File: config.mk
export PLATFORM = sky130hd
export DESIGN_NAME = divider_unsigned
export DESIGN_NICKNAME = d
export VERILOG_FILES = /design/src/rtl/alu_pkg.sv /design/src/rtl/add.sv /design/src/rtl/divider_step.sv /design/src/rtl/divider_unsigned.sv
export SDC_FILE = /design/constraint.sdc
export NUM_CORES = 1
export LEC_CHECK = 0
export ABC_AREA = 1
export ABC_CLOCK_PERIOD_IN_PS = 8600
export CORE_MARGIN = 2
export CORE_UTILIZATION = 40
export DETAILED_ROUTE_END_ITERATION = 16
export GPL_TIMING_DRIVEN = 0
export SYNTH_ARGS = -nofsm -noshare
export SYNTH_HDL_FRONTEND = slang
export SYNTH_HIERARCHICAL = 1
export SYNTH_SLANG_ARGS = --single-unit
export TNS_END_PERCENT = 1
File: constraint.sdc
create_clock -name clk -period 8.6 [get_ports clk]
set_input_delay 1.29 -clock clk [delete_from_list [all_inputs] [get_ports clk]]
set_output_delay 1.29 -clock clk [all_outputs]
set_load 0.05 [all_outputs]
File: src/rtl/alu_pkg.sv
// Shared arithmetic-unit definitions: divider FSM encoding, default width,
// and the quotient returned for a zero divisor.
package alu_pkg;
  localparam int DEF_WIDTH = 32;

  typedef enum logic [1:0] {
    IDLE = 2'd0,
    RUN  = 2'd1,
    DONE = 2'd2
  } div_state_t;

  localparam logic [DEF_WIDTH-1:0] DIV0_QUOTIENT = '1;
endpackage

File: src/rtl/add.sv
// Ripple-style W-bit adder with carry in/out, shared by the ALU datapaths.
module add #(
  parameter int W = 32
) (
  input  logic [W-1:0] x,
  input  logic [W-1:0] y,
  input  logic         c_in,
  output logic [W-1:0] sum,
  output logic         c_out
);
  assign {c_out, sum} = {1'b0, x} + {1'b0, y} + {{W{1'b0}}, c_in};
endmodule

File: src/rtl/divider_step.sv
// One combinational restoring-division step: shift in the next dividend bit,
// trial-subtract the divisor, keep the difference when no borrow occurs.
module divider_step #(
  parameter int W = 32
) (
  input  logic [W:0]   rem_in,
  input  logic         q_msb,
  input  logic [W-1:0] divisor,
  output logic [W:0]   rem_out,
  output logic         q_bit
);
  logic [W:0] shifted;
  logic [W:0] diff;
  logic       no_borrow;

  assign shifted = {rem_in[W-1:0], q_msb};

  add #(.W(W+1)) u_sub (
    .x     (shifted),
    .y     (~{1'b0, divisor}),
    .c_in  (1'b1),
    .sum   (diff),
    .c_out (no_borrow)
  );

  // A set top bit would make the shifted value exceed any divisor.
  assign q_bit   = no_borrow | rem_in[W];
  assign rem_out = q_bit ? diff : shifted;
endmodule

File: src/rtl/divider_unsigned.sv
// Sequential unsigned restoring divider: one quotient bit per clock,
// WIDTH steps per operation, zero divisor short-circuits straight to DONE.
module divider_unsigned
  import alu_pkg::*;
#(
  parameter int WIDTH = DEF_WIDTH
) (
  input  logic             clk,
  input  logic             reset,
  input  logic             start,
  input  logic [WIDTH-1:0] a,
  input  logic [WIDTH-1:0] b,
  output logic [WIDTH-1:0] quotient,
  output logic [WIDTH-1:0] remainder,
  output logic             ready,
  output logic             busy,
  output logic             div_by_zero
);
  localparam int CW = $clog2(WIDTH);

  div_state_t       state;
  logic [WIDTH-1:0] q;
  logic [WIDTH-1:0] d;
  logic [WIDTH:0]   rem;
  logic [CW-1:0]    count;
  logic [WIDTH:0]   rem_nxt;
  logic             q_bit;

  divider_step #(.W(WIDTH)) u_step (
    .rem_in  (rem),
    .q_msb   (q[WIDTH-1]),
    .divisor (d),
    .rem_out (rem_nxt),
    .q_bit   (q_bit)
  );

  always_ff @(posedge clk or posedge reset) begin
    if (reset) begin
      state       <= IDLE;
      q           <= '0;
      d           <= '0;
      rem         <= '0;
      count       <= '0;
      ready       <= 1'b0;
      busy        <= 1'b0;
      div_by_zero <= 1'b0;
    end else begin
      case (state)
        IDLE, DONE: begin
          if (start) begin
            d     <= b;
            count <= '0;
            if (b == '0) begin
              q           <= WIDTH'(DIV0_QUOTIENT);
              rem         <= {1'b0, a};
              div_by_zero <= 1'b1;
              state       <= DONE;
              ready       <= 1'b1;
              busy        <= 1'b0;
            end else begin
              q           <= a;
              rem         <= '0;
              div_by_zero <= 1'b0;
              state       <= RUN;
              ready       <= 1'b0;
              busy        <= 1'b1;
            end
          end
        end
        RUN: begin
          rem   <= rem_nxt;
          q     <= {q[WIDTH-2:0], q_bit};
          count <= count + 1'b1;
          if (count == CW'(WIDTH-1)) begin
            state <= DONE;
            busy  <= 1'b0;
            ready <= 1'b1;
          end
        end
        default: state <= IDLE;
      endcase
    end
  end

  assign quotient  = q;
  assign remainder = rem[WIDTH-1:0];
endmodule
==> reports/metrics.sh <==
RUN_STATUS='finished, final reports clean'
YOSYS.AREA_SHARE.SIMPLE_PCT=35.2
POWER.CLOCK.FRACTION_PCT=8.8
CAP_VIOL_MAX_COUNT=0
CORE-AREA_UM2=21000
CLKTRANSATPATHREGS_PS=80
SYNTH.MUX.AREA_FRACTION_PCT=0
CLOCK_LATENCY_PS=370
YOSYS.AREA_SHARE.ADDER_PCT=5.43
DOMINANTREGCELLSYNTH='sky130_fd_sc_hd__dfrtp_1'
CLOCK_SKEW_PS=13.7
SYNTHESIS.AREA_UM2=8570
CP-END-KIND='output port'
FLOORPLAN.INITIALDENSITY_PCT=40.8
CRIT_TYPE='reg2out'
WIRE_LENGTH_OF_THE_FIRST_GLOBAL_ROUTING_PASS_UM=41000
PLACE_CONGESTION=0.904
DATA_REQUIRED_TIME_AT_THE_WORST_ENDPOINT_PS=7310
MIN_PATH_TYPE='reg2reg'
ARRIVAL_PS=1850
SYNTHXORXNORAREAFRAC_PCT=1.53
YOSYSWARNINGS=6
SYNTH_SEQ_AREA_SHARE_PCT=31.3
POWER.LEAKAGE_nW=5.90
TIMING.FMAX_GHz=0.319
NUMCTSBUFFERS=9
GR-USAGE-ALL-LAYERS_PCT=23.2
POWER.TOTAL_mW=4.83
VIA_TOTAL_AFTER_DETAILED_ROUTING=8400
SETUP_VIOL=0
POST-DP-HPWL_UM=20800
SHARE_OF_TOTAL_POWER_IN_SEQUENTIAL_CELLS_PCT=19.6
ANTENNA_VIOLATING_NETS_POST_ROUTE=0
P_COMB_SHARE_PCT=71.7
SYNTHARSTFLOPSHARE_PCT=100
DIE_H_UM=150
POST_ROUTE_CELLS_DRIVE_ABOVE_1_SHARE_PCT=9.33
SETUP_REPAIR_AFTER_GLOBAL_ROUTING_MISSED_ITS_MARGIN='no'
DRV_SLEW=0
CLOCK-ROOT-BUFFER='sky130_fd_sc_hd__clkbuf_16'
SYN_TO_FINAL_GROWTH_PCT=23.3
POWER.SHARE.SWITCHING_PCT=55.3
VDD_DROP_MAX_V=0.000236
ROUTE.DETAILED.VIAS_PER_INST=4.73
WORST_PIN_SLEW_PS=767
ROUTE.DETAILED.WL_PER_INST_UM=14.3
DOMINANT_COMBINATIONAL_CELL_FAMILY_BY_AREA_AFTER_SYNTHESIS='simple AND/OR/NAND/NOR gates'
NETS=1599
CP_MAX_FO=4
TCRIT_TCLK_FINAL_PCT=36.5
FINAL_CELL_MIX='510 x sky130_fd_sc_hd__nand2_1, 223 x sky130_fd_sc_hd__inv_1, 133 x sky130_fd_sc_hd__clkdlybuf4s50_1'
FILLERINSTANCES=2206
FLOORPLAN.ROWS=53
SYNTH_EDF_COUNT=0
REPORT.FINAL.HOLD_VIOL_COUNT=0
P_SWITCHING_mW=2.67
TRITONCTS='yes'
DRTITER0DRC=471
DIE-AREA_UM2=22600
SYNTH.FF_LATCH_COUNT=107
CTS.PATH.MAX_BUFFERS=2
PERIOD_NEEDED_PS=3140
CTS.SINK_COUNT=107
INITIAL_ANTENNA_VIOLATION_COUNT=0
LARGEST_NET_DEGREE_AT_THE_START_OF_GLOBAL_ROUTING=59
SLEW-LIMIT-HEADROOM_PCT=48.9
HTREE_LEVELS=3
CTSRESIZECOUNT=0
SYNTHCELLS=1350
ANTENNA-DIODE-COUNT=0
BUFFER_PORTS.INSERTED=133
FP.DIEW_UM=150
PIN_COUNT=134
P_INT_mW=2.16
OVERFLOW=0
SYNTH_COMPOUND_AREA_SHARE_PCT=10.5
YOSYSUNIQUECELLTYPES=34
SETUP_TNS_PS=0
NUMBER_OF_GLOBAL_ROUTE_VIAS_BEFORE_REPAIR=7987
DRCVIOLATIONCOUNT=0
ROUTE.FINAL.WIRE_LENGTH_UM=25400
POST_SYNTH.CELL_AREA_AVG_UM2=6.35
DRT_PASS1_ITERATIONS=7
CTS_SETUP_BUFFERS=0
LAYOUT.CELLS.MOST_COMMON='sky130_fd_sc_hd__nand2_1'
POST_CTS_HOLD_BUFFER_COUNT=0
SETUP.WORST_PATH.START_CLASS='register'
POWER.DENSITY_nW_PER_UM2=458
-- final cells by class --
type,instances,area [µm²],area share (%)
inverter,228,858,8.13
clock buffer,10,229,2.17
tap,275,344,3.26
timing repair buffer,134,1360,12.9
clock inverter,6,55.1,0.521
multi-input combinational,936,4520,42.8
buffer,80,519,4.92
sequential,107,2680,25.4
-- metal layers --
layer  track usage, %  share of wire, %
met5                0                 0
met4             5.05               1.6
met3             4.15               4.9
met2             37.3                45
met1             32.7                48
-- logic make-up after synthesis --
kind of cell	Yosys count
XOR/XNOR	15
AO/OA/AOI/OAI	159
flip-flops	107
other	1
adder cells (fa/ha/maj)	36
buffers and inverters	308
AND/OR/NAND/NOR	724
-- path summary, 6_finish.rpt --
| kind | start | endpoint | slack (ps) | cells past startpoint |
|---|---|---|---|---|
| worst max register to register | rem[6] | rem[24] | 5610 | 13 |
| min in group asynchronous | reset | quotient[25] | 1400 | 2 |
| worst max-delay path | rem[16] | remainder[16] | 5460 | 2 |
| worst min-delay path | count[3] | count[3] | 470 | 1 |
| worst min register to register | count[3] | count[3] | 470 | 1 |
| max in group asynchronous | reset | d[17] | 6500 | 3 |
-- through the flow --
step           cells  setup WS (ps)  util (%)  hold WS, ps  area (µm²)
2_1_floorplan   1351           4490         -          440        8570
3_5_place_dp    1760           5490      48.9          462       10300
5_1_grt         1776           5330      50.2          508       10600
3_3_place_gp    1759           2650      48.7          455       10200
6_report        1776           5460      50.2          474       10600
4_1_cts         1776           5470      50.2          472       10600
-- state kept, by name, summed over array words and instances, names as in the netlist --
register     flops
busy             1
div_by_zero      1
ready            1
rem             33
quotient        32
d               32
count            5
state            2
-- critical path: stages, from the launching register on --
cell	delay, ps
sky130_fd_sc_hd__dfrtp_1	500
sky130_fd_sc_hd__buf_4	160
sky130_fd_sc_hd__clkdlybuf4s50_1	820
-- Yosys cell counts, types with 5 or more instances --
| cell type | number | area share [%] |
|---|---|---|
| sky130_fd_sc_hd__nand2_2 | 16 | 1.2 |
| sky130_fd_sc_hd__inv_1 | 224 | 9.8 |
| sky130_fd_sc_hd__a22oi_1 | 32 | 2.8 |
| sky130_fd_sc_hd__buf_1 | 5 | 0.22 |
| sky130_fd_sc_hd__nand3_2 | 29 | 3.4 |
| sky130_fd_sc_hd__o21ai_0 | 78 | 4.6 |
| sky130_fd_sc_hd__buf_6 | 8 | 1.1 |
| sky130_fd_sc_hd__a21oi_1 | 24 | 1.4 |
| sky130_fd_sc_hd__xor2_1 | 13 | 1.3 |
| sky130_fd_sc_hd__nand2_1 | 510 | 22 |
| sky130_fd_sc_hd__nor2_1 | 124 | 5.4 |
| sky130_fd_sc_hd__buf_4 | 33 | 2.9 |
| sky130_fd_sc_hd__dfrtp_1 | 107 | 31 |
| sky130_fd_sc_hd__buf_2 | 25 | 1.5 |
| sky130_fd_sc_hd__ha_1 | 34 | 5.0 |
| sky130_fd_sc_hd__o21ai_1 | 18 | 1.1 |
| sky130_fd_sc_hd__clkbuf_1 | 6 | 0.26 |
| sky130_fd_sc_hd__nand3_1 | 30 | 1.8 |
-- power groups by stage --
| stage | registers [mW] | logic, mW | clock network [mW] |
|---|---|---|---|
| floorplan | 1.12 | 2.32 | 0 |
| global placement | 0.948 | 3.42 | 0 |
| finish | 0.946 | 3.46 | 0.423 |
| CTS | 0.942 | 3.46 | 0.434 |
| global route | 0.975 | 3.88 | 0.453 |
| detailed placement | 0.947 | 3.45 | 0 |
No activity file was read; power rests on OpenSTA's default activity.
